[config.mk]
export PLATFORM = sky130hd
export DESIGN_NAME = mux_n_stream
export DESIGN_NICKNAME = d
export VERILOG_FILES = /design/src/rtl/mux_n_stream.sv
export SDC_FILE = /design/constraint.sdc
export NUM_CORES = 1
export LEC_CHECK = 0
export CAP_MARGIN = 20
export CORE_ASPECT_RATIO = 0.8
export CORE_UTILIZATION = 48
export DETAILED_ROUTE_END_ITERATION = 16
export PLACE_DENSITY = 0.73
export SYNTH_ARGS = -nofsm -noshare
export SYNTH_HDL_FRONTEND = slang
export SYNTH_SLANG_ARGS = --single-unit
[constraint.sdc]
create_clock -name clk -period 9.3 [get_ports clk]
set_input_delay 1.86 -clock clk [delete_from_list [all_inputs] [get_ports clk]]
set_output_delay 1.86 -clock clk [all_outputs]
set_load 0.01 [all_outputs]
[src/rtl/mux_n_stream.sv]
// N-channel valid/ready stream multiplexer with a single registered output beat.
// Channel selection is either an external index (manual) or a rotating round-robin scan.
module mux_n_stream #(
    parameter int WIDTH = 3,
    parameter int N     = 4,
    localparam int SEL_W = $clog2(N)
) (
    input  logic                 clk,
    input  logic                 rst_n,
    input  logic [N*WIDTH-1:0]   in_data,
    input  logic [N-1:0]         in_valid,
    output logic [N-1:0]         in_ready,
    input  logic                 mode,
    input  logic [SEL_W-1:0]     sel,
    output logic [WIDTH-1:0]     out_data,
    output logic [SEL_W-1:0]     out_ch,
    output logic                 out_valid,
    input  logic                 out_ready
);

    // Handshake: an input beat k moves when in_valid[k] & in_ready[k] at a rising
    // edge; the output beat is consumed when out_valid & out_ready at a rising edge.

    logic [WIDTH-1:0] out_data_q, out_data_d;
    logic [SEL_W-1:0] out_ch_q, out_ch_d;
    logic             out_valid_q, out_valid_d;
    logic [SEL_W-1:0] rr_ptr_q, rr_ptr_d;

    logic             load;
    logic             grant_vld;
    logic [SEL_W-1:0] grant_idx;
    logic [WIDTH-1:0] grant_data;
    logic             take;

    assign load = ~out_valid_q | out_ready;

    always_comb begin
        int idx;
        grant_vld  = 1'b0;
        grant_idx  = '0;
        grant_data = '0;
        idx        = 0;
        if (mode == 1'b0) begin
            // An out-of-range sel simply matches no channel.
            for (int k = 0; k < N; k++) begin
                if (sel == SEL_W'(k) && in_valid[k]) begin
                    grant_vld  = 1'b1;
                    grant_idx  = SEL_W'(k);
                    grant_data = in_data[k*WIDTH +: WIDTH];
                end
            end
        end else begin
            for (int i = 0; i < N; i++) begin
                idx = int'(rr_ptr_q) + i;
                if (idx >= N) idx = idx - N;
                if (!grant_vld && in_valid[idx]) begin
                    grant_vld  = 1'b1;
                    grant_idx  = SEL_W'(idx);
                    grant_data = in_data[idx*WIDTH +: WIDTH];
                end
            end
        end
    end

    assign take = grant_vld & load & rst_n;

    always_comb begin
        in_ready = '0;
        if (take) in_ready[grant_idx] = 1'b1;
    end

    always_comb begin
        out_data_d  = out_data_q;
        out_ch_d    = out_ch_q;
        out_valid_d = out_valid_q;
        rr_ptr_d    = rr_ptr_q;
        if (take) begin
            out_data_d  = grant_data;
            out_ch_d    = grant_idx;
            out_valid_d = 1'b1;
            if (mode) begin
                rr_ptr_d = (grant_idx == SEL_W'(N-1)) ? '0 : grant_idx + SEL_W'(1);
            end
        end else if (out_valid_q && out_ready) begin
            out_valid_d = 1'b0;
        end
    end

    always_ff @(posedge clk) begin
        if (!rst_n) begin
            out_data_q  <= '0;
            out_ch_q    <= '0;
            out_valid_q <= 1'b0;
            rr_ptr_q    <= '0;
        end else begin
            out_data_q  <= out_data_d;
            out_ch_q    <= out_ch_d;
            out_valid_q <= out_valid_d;
            rr_ptr_q    <= rr_ptr_d;
        end
    end

    assign out_data  = out_data_q;
    assign out_ch    = out_ch_q;
    assign out_valid = out_valid_q;

endmodule

==> reports/metrics.yaml, run 1 <==
floorplanning:
  rows: 22
  pin_count: 32
  core-area_um2: 4679
  dieWidth_um: 80.70
  start_util_pct: 50.83
  die_y_um: 64.96
  die_area_um2: 5242
power_and_ir_drop:
  power_density_nw_per_um2: 151.7
  vdd_ir_drop_max_uv: 69.66
  p_leak_nw: 0.9318
  power_uw: 405.6
run_status:
  status: "finished clean"
timing:
  finalHoldViolations: 0
  tightest_slew_ns: 0.7955
  maxSlewViolCount: 0
  max_slew_margin_pct: 46.97
  fmax_mhz: 146.7
  finalSetupTns_ns: 0
  post-route-period-util_pct: 73.31
  hold_ws_ns: 0.4697
  rsz0062_at_grt: "false"
  period_minus_slack_ns: 6.818
  fin_skew_ns: 0.003993
  setup_ws_ns: 2.482
  finalSetupViolCount: 0
drt:
  drt_wl_total_mm: 7.054
  first_pass_iters: 5
  via_per_inst: 6.730
  antenna_left: 0
  drc: 0
  wl_per_cell_um: 19.22
  vias: 2470
  drtIter0Drc: 319
grt:
  grt.overflow.total: 0
  grt_max_degree: 60
  antenna_found_initial: 0
  track_usage_pct: 28.96
  grt_pass1_vias: 2191
  grt_first_pass_wirelength_mm: 11.63
finish:
  syn_to_final_growth_pct: 12.41
  multi_input_area_um2: 2037
  seq_area_um2: 161.4
  drive_gt1_share_pct: 11.07
  final_cells: 367
  antenna_cells: 0
  final_cell_mix: "31 x nand2_1, 31 x clkdlybuf4s50_1, 28 x mux2i_1"
  fillers: 437
  num-nets-final: 343
worst_setup_path:
  critPathArrivalTime_ns: 4.96
  r2r-end: "out_data[0]$_SDFFE_PN0P_"
  crit_buf_inv: 3
  critPathRequiredTime_ns: 7.44
  critPathKind: "in -> out"
  crit_path_top_delay_cell: "clkdlybuf4s50_1"
  critPathTopFamily: "buffers and inverters"
  reg2reg_from: "rr_ptr_q[0]$_SDFFE_PN0P_"
  crit_chain: "clkdlybuf4s50_1 -> or3b_2 -> a2111oi_4 -> or3_1 -> nor3_1 -> o22a_1 -> inv_1 -> ha_1 -> and3_1 -> clkdlybuf4s50_1"
  cpMostUsedCell: "clkdlybuf4s50_1"
  start_kind: "primary input"
  r2r_cells: 10
  crit_path_end: "in_ready[3]"
  crit_path_max_incr_delay_ns: 0.74
  regToRegSetupSlack_ns: 4.98
  crit_cells: 10
  cp-startpoint: "in_valid[2]"
  crit_path_end_kind: "output pin"
  cp_max_fo: 15
clock_network:
  post_cts_resize_count: 0
  hold_buffers: 0
  numCtsBuffers: 3
  htreeDepth: 1
  cts-root-buf: "clkbuf_8"
  cts_tree: "done"
  cts_sinks: 8
  clock_latency_ns: 0.24
  clk_pin_slew_ns: 0.04
  clk_path_buf_depth: 2
  post-cts-setup-buffers: 0
placed_design:
  dp.final_hpwl_mm: 4.971
  gp_congestion: 0.9770
  dpl.cell_count: 364
  pre_cts_slack_ns: 2.492
  portBuffers: 31
logic_synthesis:
  synth_seq_area_share_pct: 6.733
  ys_types: 62
  synth_warnings: 0
  synth_flop_cell: "dfxtp_1"
  postSynthAreaPerCell_um2: 7.850
  syn-num-nets: 337
  synth_edf_count: 0
  ys_ff_latch: 8
  postSynthCellCount: 303
  syn_area_um2: 2379
  async_flop_share_pct: 0
hold_path:
  worstHoldPathType: "reg -> reg"
  min_from: "out_data[0]$_SDFFE_PN0P_"
run:
  drv_cap: 0
## worst min path at each step
stage,cells after the start,slack (ns),end
after global placement,2,0.47,out_data[0]$_SDFFE_PN0P_
after detailed placement,2,0.46,out_data[0]$_SDFFE_PN0P_
after CTS,2,0.47,out_data[0]$_SDFFE_PN0P_
final,2,0.47,out_data[0]$_SDFFE_PN0P_
after floorplan,2,0.49,out_data[0]$_SDFFE_PN0P_
after global routing,2,0.53,out_data[0]$_SDFFE_PN0P_
## synth_stat cells, types with 3 or more instances
cell type / number / area (um2)
a311oi_1: 3 / 26.28
ha_1: 12 / 150.1
a211oi_1: 7 / 52.55
or3b_2: 3 / 26.28
clkbuf_1: 17 / 63.81
nand2b_1: 7 / 43.79
mux2i_1: 28 / 280.3
and2_1: 5 / 31.28
nor2b_1: 9 / 56.30
nand3_1: 14 / 70.07
and3_1: 5 / 31.28
nor3_1: 6 / 30.03
dfxtp_1: 8 / 160.2
o21ai_0: 11 / 55.05
a32o_1: 3 / 30.03
mux4_2: 16 / 360.4
mux2_2: 4 / 45.04
buf_2: 11 / 55.05
a21oi_1: 16 / 80.08
o22ai_1: 3 / 18.77
inv_1: 9 / 33.78
o211ai_1: 5 / 37.54
nand2_1: 31 / 116.4
nand3b_1: 5 / 37.54
o31ai_1: 4 / 30.03
nor2_1: 16 / 60.06
## cell families after synthesis
kind of cell / Yosys count / share of synthesized area (%)
AO/OA/AOI/OAI: 75 / 22.57
XOR/XNOR: 1 / 0.3683
adder cells (fa/ha/maj): 12 / 6.312
buffers and inverters: 41 / 7.732
flip-flops: 8 / 6.733
multiplexers: 49 / 29.77
other: 1 / 0.1577
AND/OR/NAND/NOR: 116 / 26.36
## through the flow
step	cell area, um2	utilization, %
CTS	2674	57.14
detailed placement	2633	56.26
finish	2674	57.14
global route	2674	57.14
floorplan	2379	-
global placement	2633	56.26
## sequential cells by signal, indices dropped and copies added (netlist names)
signal	flops
out_valid	1
out_data	3
rr_ptr_q	2
out_ch	2
## layout make-up
class | instances | share of cell area, %
Clock buffer | 3 | 1.544
Timing Repair Buffer | 33 | 12.17
Inverter | 9 | 1.263
Tap cell | 60 | 2.808
Sequential cell | 8 | 6.037
Multi-Input combinational cell | 254 | 76.18
## per-layer routing
layer | wire length [um] | track usage [%] | part of all wire [%] | up-vias
li1 | - | - | - | 1164
met1 | 3189 | 42.70 | 45 | 1170
met2 | 2982 | 41.84 | 42 | 119
met3 | 727 | 6.479 | 10 | 17
met4 | 155 | 7.589 | 2.2 | 0
met5 | 0 | 0 | 0 | -
## worst min-delay path: stages, from the launching register on
cell     delay, ns
dfxtp_1       0.30
nand2_1       0.05
o22ai_1       0.06
## power breakdown
group / internal, mW / leakage [nW] / switching, mW
sequential: 0.0406 / 0.0666 / 0.00440
combinational: 0.141 / 0.844 / 0.177
clock: 0.0282 / 0.0216 / 0.0151
total: 0.209 / 0.932 / 0.196
No activity file was read; power rests on OpenSTA's default activity.
==> run 2: changes to the inputs <==
--- a/config.mk
+++ b/config.mk
@@ -9,7 +9,7 @@
 export CORE_ASPECT_RATIO = 0.8
 export CORE_UTILIZATION = 48
 export DETAILED_ROUTE_END_ITERATION = 16
-export PLACE_DENSITY = 0.73
+export PLACE_DENSITY = 0.76
 export SYNTH_ARGS = -nofsm -noshare
 export SYNTH_HDL_FRONTEND = slang
 export SYNTH_SLANG_ARGS = --single-unit
==> constraint.sdc (replaced) <==
create_clock -name clk -period 6 [get_ports clk]
set_input_delay 1.2 -clock clk [delete_from_list [all_inputs] [get_ports clk]]
set_output_delay 1.2 -clock clk [all_outputs]
set_load 0.01 [all_outputs]
==> run 2 against run 1 <==
- core utilization is 0.64 points higher
- global-route usage is 0.098 points higher
- clock power is 48% higher
- hold slack hardly changed
- sequential share of layout area is 0.067 points lower
- non-clock buffer count is 4 higher
- register-to-register slack worse by 2.8 ns
- first-iteration DRC count is 0.63% higher
- wire length is 1.9% higher
- design area is 1.1% higher
- largest power group unchanged
- combinational power is 57% higher
==> reports/metrics.yaml, run 2 (same netlist as run 1, synthesis figures left out) <==
grt:
  grt_pass1_vias: 2230  # +1.8%
  grt.overflow.total: 0  # unchanged
  grtUsageMet2_pct: 41.10  # -0.74 points
  busiest_layer: "met1"
  gr-usage-met1_pct: 43.59  # +0.90 points
  grt_first_pass_wirelength_mm: 11.67  # +0.41%
  track_usage_pct: 29.06  # +0.098 points
  antenna_found_initial: 0  # unchanged
  use_met3_pct: 7.183  # +0.70 points
  grt_max_degree: 59  # -1.7%
power_and_ir_drop:
  p_sw_uw: 303.5  # +55%
  seqPwrFrac_pct: 11.1  # about the same
  clockPowerShare_pct: 10.2  # -0.5 points
  p_leak_nw: 0.9511  # +2.1%
  combPwrFrac_pct: 78.7  # +0.5 points
  power.share.switching_pct: 48.10  # -0.28 points
  power.internal_uw: 327.5  # +56%
  vdd_ir_drop_max_uv: 117.8  # +69%
  power_density_nw_per_um2: 233.4  # +54%
  power_uw: 631.1  # +56%
clock_network:
  clk_pin_slew_ns: 0.04  # about the same
  cts_sinks: 8  # unchanged
  clk_path_buf_depth: 2  # unchanged
  cts_tree: "done"
  post-cts-setup-buffers: 0  # unchanged
  numCtsBuffers: 3  # unchanged
  post_cts_resize_count: 0  # unchanged
  htreeDepth: 1  # unchanged
  clock_latency_ns: 0.23  # about the same
  hold_buffers: 0  # unchanged
  cts-root-buf: "clkbuf_8"
worst_setup_path:
  crit_path_top_delay_cell: "clkdlybuf4s50_1"
  regToRegSetupSlack_ns: 2.21  # -2.77 ns
  crit_buf_inv: 3  # unchanged
  critPathRequiredTime_ns: 4.80  # -2.64 ns
  critPathTopFamily: "buffers and inverters"
  critPathKind: "in -> out"
  critPathArrivalTime_ns: 4.28  # -0.68 ns
  cp_max_fo: 12  # -3
  start_kind: "primary input"
  crit_cells: 10  # unchanged
  r2r-end: "out_data[0]$_SDFFE_PN0P_"
  reg2reg_from: "rr_ptr_q[1]$_SDFFE_PN0P_"
  cpMostUsedCell: "clkdlybuf4s50_1"
  crit_path_max_incr_delay_ns: 0.59  # -0.15 ns
  crit_chain: "clkdlybuf4s50_1 -> or3b_2 -> a2111oi_4 -> or3_1 -> nor3_1 -> o22a_1 -> inv_1 -> ha_1 -> and3_1 -> clkdlybuf4s50_1"
  crit_path_end_kind: "output pin"
  r2r_cells: 9  # -1
run_status:
  status: "finished clean"
placed_design:
  portBuffers: 31  # unchanged
  pre_cts_slack_ns: 0.5846  # -1.908 ns
  dpl.cell_count: 368  # +1.1%
  dp.final_hpwl_mm: 5.070  # +2.0%
  gp_congestion: 0.9641  # -1.3%
floorplanning:
  start_util_pct: 50.83  # unchanged
  die_area_um2: 5242  # unchanged
  core-area_um2: 4679  # unchanged
  rows: 22  # unchanged
  pin_count: 32  # unchanged
  die_y_um: 64.96  # unchanged
  dieWidth_um: 80.70  # unchanged
hold_path:
  min_from: "out_data[0]$_SDFFE_PN0P_"
  hold_path_depth: 2  # unchanged
  worstHoldPathType: "reg -> reg"
  hold_end: "out_data[0]$_SDFFE_PN0P_"
run:
  drv_cap: 0  # unchanged
timing:
  rsz0062_at_grt: "false"
  finalSetupTns_ns: 0  # unchanged
  hold_ws_ns: 0.4694  # -0.0003420 ns
  maxSlewViolCount: 0  # unchanged
  finalHoldViolations: 0  # unchanged
  finalSetupViolCount: 0  # unchanged
  fmax_mhz: 182.6
  tightest_slew_ns: 0.6827  # -0.1128 ns
  fin_skew_ns: 0.006742  # +0.002749 ns
  period_minus_slack_ns: 5.478
  max_slew_margin_pct: 54.48  # +7.5 points
  setup_ws_ns: 0.5221  # -1.960 ns
  post-route-period-util_pct: 91.30
drt:
  drtIter0Drc: 321  # +0.63%
  drc: 0  # unchanged
  antenna_left: 0  # unchanged
  wl_per_cell_um: 19.38  # +0.82%
  drt_wl_total_mm: 7.189  # +1.9%
  via_per_inst: 6.768  # +0.56%
  vias: 2511  # +1.7%
  first_pass_iters: 5  # unchanged
finish:
  multi_input_area_um2: 2037  # unchanged
  final_cells: 371  # +1.1%
  antenna_cells: 0  # unchanged
  drive_gt1_share_pct: 12.22  # +1.1 points
  fillers: 426  # -2.5%
  seq_area_um2: 161.4  # unchanged
  largest_register_ffs: 3  # unchanged
  final_cell_mix: "31 x nand2_1, 31 x clkdlybuf4s50_1, 28 x mux2i_1"
  syn_to_final_growth_pct: 13.68
  num-nets-final: 347  # +1.2%
-- run 2: cell count changes in the layout (fill, tap and decap cells not counted) --
cell,change
buf_4,+4
-- run 2: area by class of cell --
type | count | share of cell area (%)
repair buffers | 37 | 13.14
clock buffers | 3 | 1.527
well taps | 60 | 2.776
multi-input cells | 254 | 75.34
flip-flops and latches | 8 | 5.969
inverters | 9 | 1.249
-- run 2: tightest hold or removal path, cell delays in order, from the launching register on --
cell and delay, ns:
dfxtp_1 0.30, nand2_1 0.05, o22ai_1 0.06
-- run 2: worst max-delay path by stage --
stage / from / endpoint
after floorplan: rr_ptr_q[0]$_SDFFE_PN0P_ / in_ready[3]
after global placement: in_valid[0] / in_ready[3]
after detailed placement: in_valid[0] / in_ready[3]
after CTS: in_valid[0] / in_ready[3]
after global routing: in_valid[0] / in_ready[3]
final: in_valid[0] / in_ready[3]
-- run 2: power by group through the flow --
stage	Clock (mW)	Sequential (mW)	Combinational [mW]
finish	0.0642	0.0703	0.497
global route	0.0678	0.0719	0.535
CTS	0.0648	0.0707	0.485
detailed placement	0	0.0713	0.483
global placement	0	0.0711	0.476
floorplan	0	0.0738	0.368
-- run 2: stage by stage --
| step | utilization, % | cell area, um2 |
|---|---|---|
| 2_1_floorplan | - | 2379 |
| 3_3_place_gp | 56.90 | 2663 |
| 3_5_place_dp | 56.90 | 2663 |
| 4_1_cts | 57.78 | 2704 |
| 5_1_grt | 57.78 | 2704 |
| 6_report | 57.78 | 2704 |
-- run 2: per-layer routing --
metal / wire [um] / vias to the layer above
met5: 0 / -
met3: 718 / 15
li1: - / 1171
met1: 3214 / 1187
met4: 128 / 0
met2: 3127 / 138
